`config.mk`:
```
export PLATFORM = sky130hd
export DESIGN_NAME = norm_seq
export DESIGN_NICKNAME = d
export VERILOG_FILES = /design/src/rtl/norm_seq.sv
export SDC_FILE = /design/constraint.sdc
export NUM_CORES = 1
export LEC_CHECK = 0
export CORE_UTILIZATION = 39
export CTS_BUF_LIST = sky130_fd_sc_hd__clkbuf_8 sky130_fd_sc_hd__clkbuf_16
export DETAILED_ROUTE_END_ITERATION = 7
export SYNTH_ARGS = -nofsm -noshare
export SYNTH_HDL_FRONTEND = slang
export SYNTH_SLANG_ARGS = --single-unit
export TNS_END_PERCENT = 1
```
`constraint.sdc`:
```
create_clock -name clk -period 10.4 [get_ports clk]
set_clock_uncertainty 0.15 [all_clocks]
set_input_delay 1.04 -clock clk [delete_from_list [all_inputs] [get_ports clk]]
set_output_delay 1.04 -clock clk [all_outputs]
set_load 0.02 [all_outputs]
```
`src/rtl/norm_seq.sv`:
```
// norm_seq: sequential Euclidean norm of an N-weight signed Q4.5 vector.
// Accumulates the sum of squares one weight per beat, then extracts the
// truncated square root with a restoring one-bit-per-cycle algorithm.
// Optional feature: define NORM_SEQ_SAT_EN to clamp roots above the
// result range to the maximum positive value and raise sat; otherwise
// the root wraps modulo 2^(W-1) and sat stays 0.
module norm_seq #(
  parameter int unsigned N = 20,
  parameter int unsigned W = 10
) (
  input  logic         clk,
  input  logic         rst,
  input  logic         start,
  input  logic         in_valid,
  output logic         in_ready,
  input  logic [W-1:0] in_data,
  output logic         out_valid,
  input  logic         out_ready,
  output logic [W-1:0] result,
  output logic         sat,
  output logic         busy
);

  localparam int unsigned PROD_W  = 2 * W;
  localparam int unsigned ACC_W   = 30;
  localparam int unsigned ROOT_W  = ACC_W / 2;
  localparam int unsigned REM_W   = ROOT_W + 2;
  localparam int unsigned TRIAL_W = REM_W + 3;
  localparam int unsigned CNT_W   = $clog2(N + 1);
  localparam int unsigned ITER_W  = $clog2(ROOT_W);

  typedef enum logic [1:0] {
    IDLE = 2'd0,
    ACC  = 2'd1,
    SQRT = 2'd2,
    DONE = 2'd3
  } state_t;

  state_t              state;
  logic [ACC_W-1:0]    acc;
  logic [CNT_W-1:0]    beat;
  logic [ACC_W-1:0]    rad;
  logic [ROOT_W-1:0]   root;
  logic [REM_W-1:0]    rem;
  logic [ITER_W-1:0]   iter;

  logic signed [W-1:0]      data_s;
  logic signed [PROD_W-1:0] prod_s;
  logic [PROD_W-1:0]        prod;
  logic [ACC_W-1:0]         acc_sum;

  logic [1:0]          lead;
  logic [TRIAL_W-1:0]  trial;
  logic [ROOT_W-1:0]   root_nxt;
  logic [REM_W-1:0]    rem_nxt;
  logic [W-1:0]        res_nxt;
  logic                sat_nxt;

  // Square of the incoming weight; always non-negative so it fits unsigned.
  always_comb begin
    data_s  = in_data;
    prod_s  = data_s * data_s;
    prod    = prod_s;
    acc_sum = acc + ACC_W'(prod);
  end

  // One restoring square-root step on the top radicand digit pair.
  always_comb begin
    lead     = rad[ACC_W-1 -: 2];
    trial    = {1'b0, rem, lead} - {3'b000, root, 2'b01};
    root_nxt = root;
    rem_nxt  = rem;
    if (!trial[TRIAL_W-1]) begin
      rem_nxt  = trial[REM_W-1:0];
      root_nxt = {root[ROOT_W-2:0], 1'b1};
    end else begin
      rem_nxt  = {rem[REM_W-3:0], lead};
      root_nxt = {root[ROOT_W-2:0], 1'b0};
    end
  end

  // Map the final root onto the Q4.5 result range.
`ifdef NORM_SEQ_SAT_EN
  always_comb begin
    sat_nxt = |root_nxt[ROOT_W-1:W-1];
    res_nxt = sat_nxt ? {1'b0, {(W-1){1'b1}}} : {1'b0, root_nxt[W-2:0]};
  end
`else
  always_comb begin
    sat_nxt = 1'b0;
    res_nxt = {1'b0, root_nxt[W-2:0]};
  end
`endif

  // Control FSM with datapath registers and registered handshake outputs.
  always_ff @(posedge clk) begin
    if (rst) begin
      state     <= IDLE;
      acc       <= '0;
      beat      <= '0;
      rad       <= '0;
      root      <= '0;
      rem       <= '0;
      iter      <= '0;
      in_ready  <= 1'b0;
      out_valid <= 1'b0;
      result    <= '0;
      sat       <= 1'b0;
      busy      <= 1'b0;
    end else begin
      case (state)
        IDLE: begin
          if (start) begin
            acc      <= '0;
            beat     <= '0;
            state    <= ACC;
            in_ready <= 1'b1;
            busy     <= 1'b1;
          end
        end
        ACC: begin
          if (in_valid) begin
            acc  <= acc_sum;
            beat <= beat + CNT_W'(1);
            if (beat == CNT_W'(N - 1)) begin
              state    <= SQRT;
              in_ready <= 1'b0;
              rad      <= acc_sum;
              root     <= '0;
              rem      <= '0;
              iter     <= ITER_W'(ROOT_W - 1);
            end
          end
        end
        SQRT: begin
          rad  <= {rad[ACC_W-3:0], 2'b00};
          rem  <= rem_nxt;
          root <= root_nxt;
          iter <= iter - ITER_W'(1);
          if (iter == '0) begin
            state     <= DONE;
            out_valid <= 1'b1;
            result    <= res_nxt;
            sat       <= sat_nxt;
          end
        end
        DONE: begin
          if (out_ready) begin
            state     <= IDLE;
            out_valid <= 1'b0;
            busy      <= 1'b0;
          end
        end
        default: state <= IDLE;
      endcase
    end
  end

endmodule

```
==> Yosys cells after proc, flatten, opt, wreduce, memory -nomap -nowiden <==
Index checks and enable logic that the tools add are counted.
{ "word_totals": {"register_bits": 115, "input_bits": 15, "output_inout_bits": 14, "wordCells": 72} }
{ "classes": {"addsub": 4, "multipliers": 1, "eq_ne": 9, "mux": 34, "reduce_logical": 13} }
{ "op_table": {"columns": ["cell", "n"], "rows": [
  ["$mux W30", 4],
  ["$pmux W30 S2", 2],
  ["$mux W17", 3],
  ["$pmux W17 S2", 1],
  ["$add A30 B20 Y30", 1],
  ["$mux W15", 2],
  ["$pmux W15 S2", 1],
  ["$mul A10 B10 Y20", 1],
  ["$sub A19 B17 Y20", 1],
  ["$reduce_and A3 Y1", 4],
  ["$mux W2", 5],
  ["$mux W5", 2],
  ["$ne A2 B2 Y1 const B", 5],
  ["$pmux W5 S2", 1],
  ["$mux W4", 2],
  ["$pmux W2 S4", 1],
  ["$pmux W4 S2", 1],
  ["$reduce_bool A2 Y1", 4],
  ["$mux W1", 6],
  ["$pmux W1 S2", 3],
  ["$add A5 B1 Y5 const B", 1],
  ["$eq A5 B5 Y1 const B", 1],
  ["$reduce_and A5 Y1", 1],
  ["$eq A2 B2 Y1 const B", 2],
  ["other kinds (6)", 6]
]} }

==> Depth between registers and ports, before layout <==
{ "logic_depth": {"depth_word": 5, "depth_mapped": 29, "depth_no_buf": 27} }

==> Worst setup path before layout <==
No wires, ideal clock.
{ "synth_path": {"path_type": "input port to flip-flop", "startpoint": "in in_data[5]", "endpoint": "reg rad[27]", "t_arrival_ns": 7.452, "required_ns": 10.155, "slack_ns": 2.703, "stages": 27, "n_path_buf": 2, "path_cell_list": "clkbuf_1 > inv_1 > nor2_1 > inv_1 > fa_1 > inv_1 > fa_1 > fa_1 > fa_1 > inv_1 > fa_1 > inv_1 > ha_1 > a21o_1 > a21o_1 > a21oi_1 > o21ai_0 > xor2_1 > ha_1 > buf_2 > and3_1 > and4_1 > o41a_1 > o31a_1 > o21ai_2 > o41ai_1 > a221oi_1"} }
{ "synth_via": {"elab_chain_cells": 5} }
{ "synth_rtl": {"columns": ["element", "line_no", "text"], "rows": [
  ["start, declared", "16", "input logic [W-1:0] in_data,"],
  ["$mul A10 B10 Y20", "62", "prod_s = data_s * data_s;"],
  ["$add A30 B20 Y30", "64", "acc_sum = acc + ACC_W'(prod);"],
  ["$mux W30", "125", "if (beat == CNT_W'(N - 1)) begin"],
  ["$mux W30", "122", "if (in_valid) begin"],
  ["$pmux W30 S2", "111", "case (state)"],
  ["end signal, assigned", "128", "rad <= acc_sum;"],
  ["end signal, assigned", "136", "rad <= {rad[ACC_W-3:0], 2'b00};"],
  ["end, declared", "42", "logic [ACC_W-1:0] rad;"]
]} }
Every way passes these cells. The select of a mux whose other input is x is not followed.
A chain may end at the register's enable or synchronous reset.

==> Final worst setup path <==
{ "layout_path": {"startpoint": "in in_data[9]", "endpoint": "reg rad[29]"} }
The elaborated chain is that of the path after synthesis.

==> flow_summary.yaml <==
status:
  status: "finished clean"
min_path:
  min_from: "result[4]$_SDFFE_PP0P_"
  hold_depth: 2
  whs_endpoint: "result[4]$_SDFFE_PP0P_"
  hp-class: "reg2reg"
yosys:
  async_reset_ff_frac: 0
  synth_edf_count: 0
  synth.avg_cell_area_sq_um: 8.29
  ys_ff_latch: 115
  synth_area_sq_um: 10400
  synth_top_flop_cell: "dfxtp_1"
  postSynthCellCount: 1257
  yosys_warnings: 0
  synth_cell_types: 85
  ys_seq_area_frac: 0.221
finish:
  final_core_util: 0.443
  drive_gt1_frac: 0.0504
  layout_commonest_cell: "inv_1"
  layout_common_cells: "inv_1 (169), nand2_1 (122), dfxtp_1 (115)"
  final_nets: 1448
  syn2layout_area_growth_pct: 11.1
  n_antenna_cell: 0
sta:
  setup_viol: 0
  fmax_mhz: 119
  tightest_slew_ns: 0.869
  hold_violations: 0
  fin_tns_setup_ns: 0
  slew_violations: 0
  whs_ns: 0.303
  rsz0062_at_grt: "false"
  finalCriticalPeriod_ns: 8.43
  fin_crit_sh: 0.811
  maxSlewHeadroom: 0.418
detailed_routing:
  avgViaCountPerCell: 5.30
  wl_per_cell_um: 14.5
  drt_iter0_drc: 630
  postRouteAntennaNets: 0
  remaining_drc_errors: 0
  drt_wl_total_um: 23300
  dr.pass1.iters: 5
  vias: 8509
floorplanning:
  start_util: 0.399
  fp.dieW_um: 165
  die-area_sq_um: 27400
  io-pin-count: 29
  rows: 59
  core_sq_um: 26100
  die_y_um: 165
cts:
  clock_path_buffers: 2
  cts.sinks: 115
  clk_pin_slew_ns: 0.05
  cts_tree: "built"
  holdBufCountCts: 0
  postCtsSetupBuffers: 0
  htreeDepth: 4
  clock-root-buffer: "clkbuf_16"
  insertion_delay_ns: 0.42
  cts_inserted_buffers: 17
  cts_resized: 0
setup_path:
  end_kind: "flop"
  reg2reg_slack_ns: 7.19
  required_ns: 10.56
  critPathLaunchType: "primary input"
  worstPathArrival_ns: 8.59
  r2r-end: "rem[1]$_SDFFE_PP0P_"
  crit_fanout: 13
  r2r_start: "root[6]$_SDFFE_PP0P_"
  worstSetupPathType: "in2reg"
  rr_worst_depth: 9
grt:
  grt.total_usage: 0.180
  antenna_found_initial: 0
  busiest_layer: "met2"
  grt-ovfl-total: 0
  globalRouteMet3Util: 0.0307
  gr-usage-met1: 0.254
  first_global_vias: 8057
  grt_max_degree: 80
  grt_pass1_wl_um: 39500
  met2_usage: 0.285
flow_run:
  drv_cap: 0
place:
  routabilityCongestion: 0.860
  place.detailed.hpwl_um: 17600
  placement.io_buffers: 26
cell families after synthesis:
kind of cell / count (synthesis) / synth area share
AO/OA/AOI/OAI: 317 / 0.208
XOR/XNOR: 54 / 0.0454
adder cells (fa/ha/maj): 175 / 0.268
buffers and inverters: 222 / 0.0820
flip-flops: 115 / 0.221
multiplexers: 17 / 0.0169
other: 1 / 0.000360
AND/OR/NAND/NOR: 356 / 0.159
cell usage after synthesis, drive strengths merged (3+ instances only):
| master | number | area share |
|---|---|---|
| inv | 168 | 0.060 |
| nand2 | 122 | 0.044 |
| dfxtp | 115 | 0.22 |
| nor2 | 102 | 0.037 |
| ha | 95 | 0.11 |
| a21oi | 88 | 0.044 |
| fa | 80 | 0.15 |
| o21ai | 55 | 0.027 |
| xnor2 | 39 | 0.033 |
| clkbuf | 36 | 0.013 |
| a22oi | 29 | 0.021 |
| nand3 | 20 | 0.0096 |
| and2 | 19 | 0.011 |
| a21o | 18 | 0.013 |
| buf | 17 | 0.0082 |
| mux2i | 15 | 0.014 |
| o21a | 15 | 0.011 |
| xor2 | 15 | 0.013 |
| a211oi | 14 | 0.011 |
| and3 | 14 | 0.0084 |
| nor3 | 14 | 0.0067 |
| nor2b | 13 | 0.0078 |
| nand2b | 12 | 0.0072 |
| or3 | 11 | 0.0066 |
| a22o | 10 | 0.0084 |
| a31oi | 10 | 0.0060 |
| nand4 | 10 | 0.0060 |
| o211ai | 9 | 0.0070 |
| o31ai | 8 | 0.0058 |
| a32oi | 5 | 0.0042 |
| o21bai | 5 | 0.0036 |
| o22ai | 5 | 0.0036 |
| o31a | 5 | 0.0042 |
| or2 | 5 | 0.0030 |
| a2111oi | 4 | 0.0058 |
| a211o | 4 | 0.0034 |
| a21boi | 4 | 0.0032 |
| a221oi | 3 | 0.0025 |
| a31o | 3 | 0.0025 |
| and4 | 3 | 0.0025 |
| nor4 | 3 | 0.0018 |
| o211a | 3 | 0.0029 |
| o311ai | 3 | 0.0025 |
per-stage QoR:
stage | setup slack [ns] | cell area (sq um) | std cells
final | 1.97 | 11600 | 1605
after global routing | 1.38 | 11600 | 1605
after CTS | 1.94 | 11600 | 1605
after detailed placement | 1.53 | 10900 | 1574
after global placement | 1.53 | 10900 | 1574
after floorplan | 2.70 | 10400 | 1258
metal layers:
layer	vias to the layer above	share of wire
met3	20	0.032
met5	-	0
met4	0	0.0093
met2	124	0.47
li1	4281	-
met1	4084	0.49
area by class of cell:
cell class	instances	area, sq um
timing repair buffer	34	315
tap	335	419
clock inverter	10	155
clock buffer	21	480
sequential	115	2300
fill	2634	14600
inverter	169	634
multi-input combinational	921	7280
worst max-delay path, cell delays in order:
cell             delay, ns
clkdlybuf4s50_1       0.75
inv_1                 0.26
nor2_1                0.24
inv_1                 0.09
fa_1                  0.60
inv_1                 0.13
fa_1                  0.52
fa_1                  0.52
fa_1                  0.54
inv_1                 0.05
fa_1                  0.52
inv_1                 0.04
ha_1                  0.35
a21o_1                0.18
a21o_1                0.16
a21oi_1               0.20
nand2_1               0.07
a21oi_1               0.15
a31oi_1               0.07
xnor2_1               0.18
ha_1                  0.43
nand4_1               0.14
nor2_1                0.12
o211ai_1              0.19
a211oi_1              0.61
nor4b_1               0.11
a211o_1               0.30
how the worst max path moves through the flow:
stage | end | depth (start not counted) | slack [ns] | startpoint
final | rad[29]$_SDFFE_PP0P_ | 27 | 1.97 | in_data[9]
after detailed placement | rad[29]$_SDFFE_PP0P_ | 27 | 1.53 | in_data[9]
after CTS | rad[29]$_SDFFE_PP0P_ | 27 | 1.94 | in_data[9]
after global routing | rad[29]$_SDFFE_PP0P_ | 27 | 1.38 | in_data[9]
after floorplan | rad[27]$_SDFFE_PP0P_ | 27 | 2.70 | in_data[5]
after global placement | rad[29]$_SDFFE_PP0P_ | 27 | 1.53 | in_data[9]
sequential cells by signal, summed over array words and instances (netlist names):
register / flops
out_valid: 1
iter: 4
beat: 5
acc: 30
busy: 1
rem: 17
result: 9
rad: 30
state: 2
in_ready: 1
root: 15
Power is not shown: default switching activity piles up to over one toggle a cycle in this logic, so the estimate is an artifact.
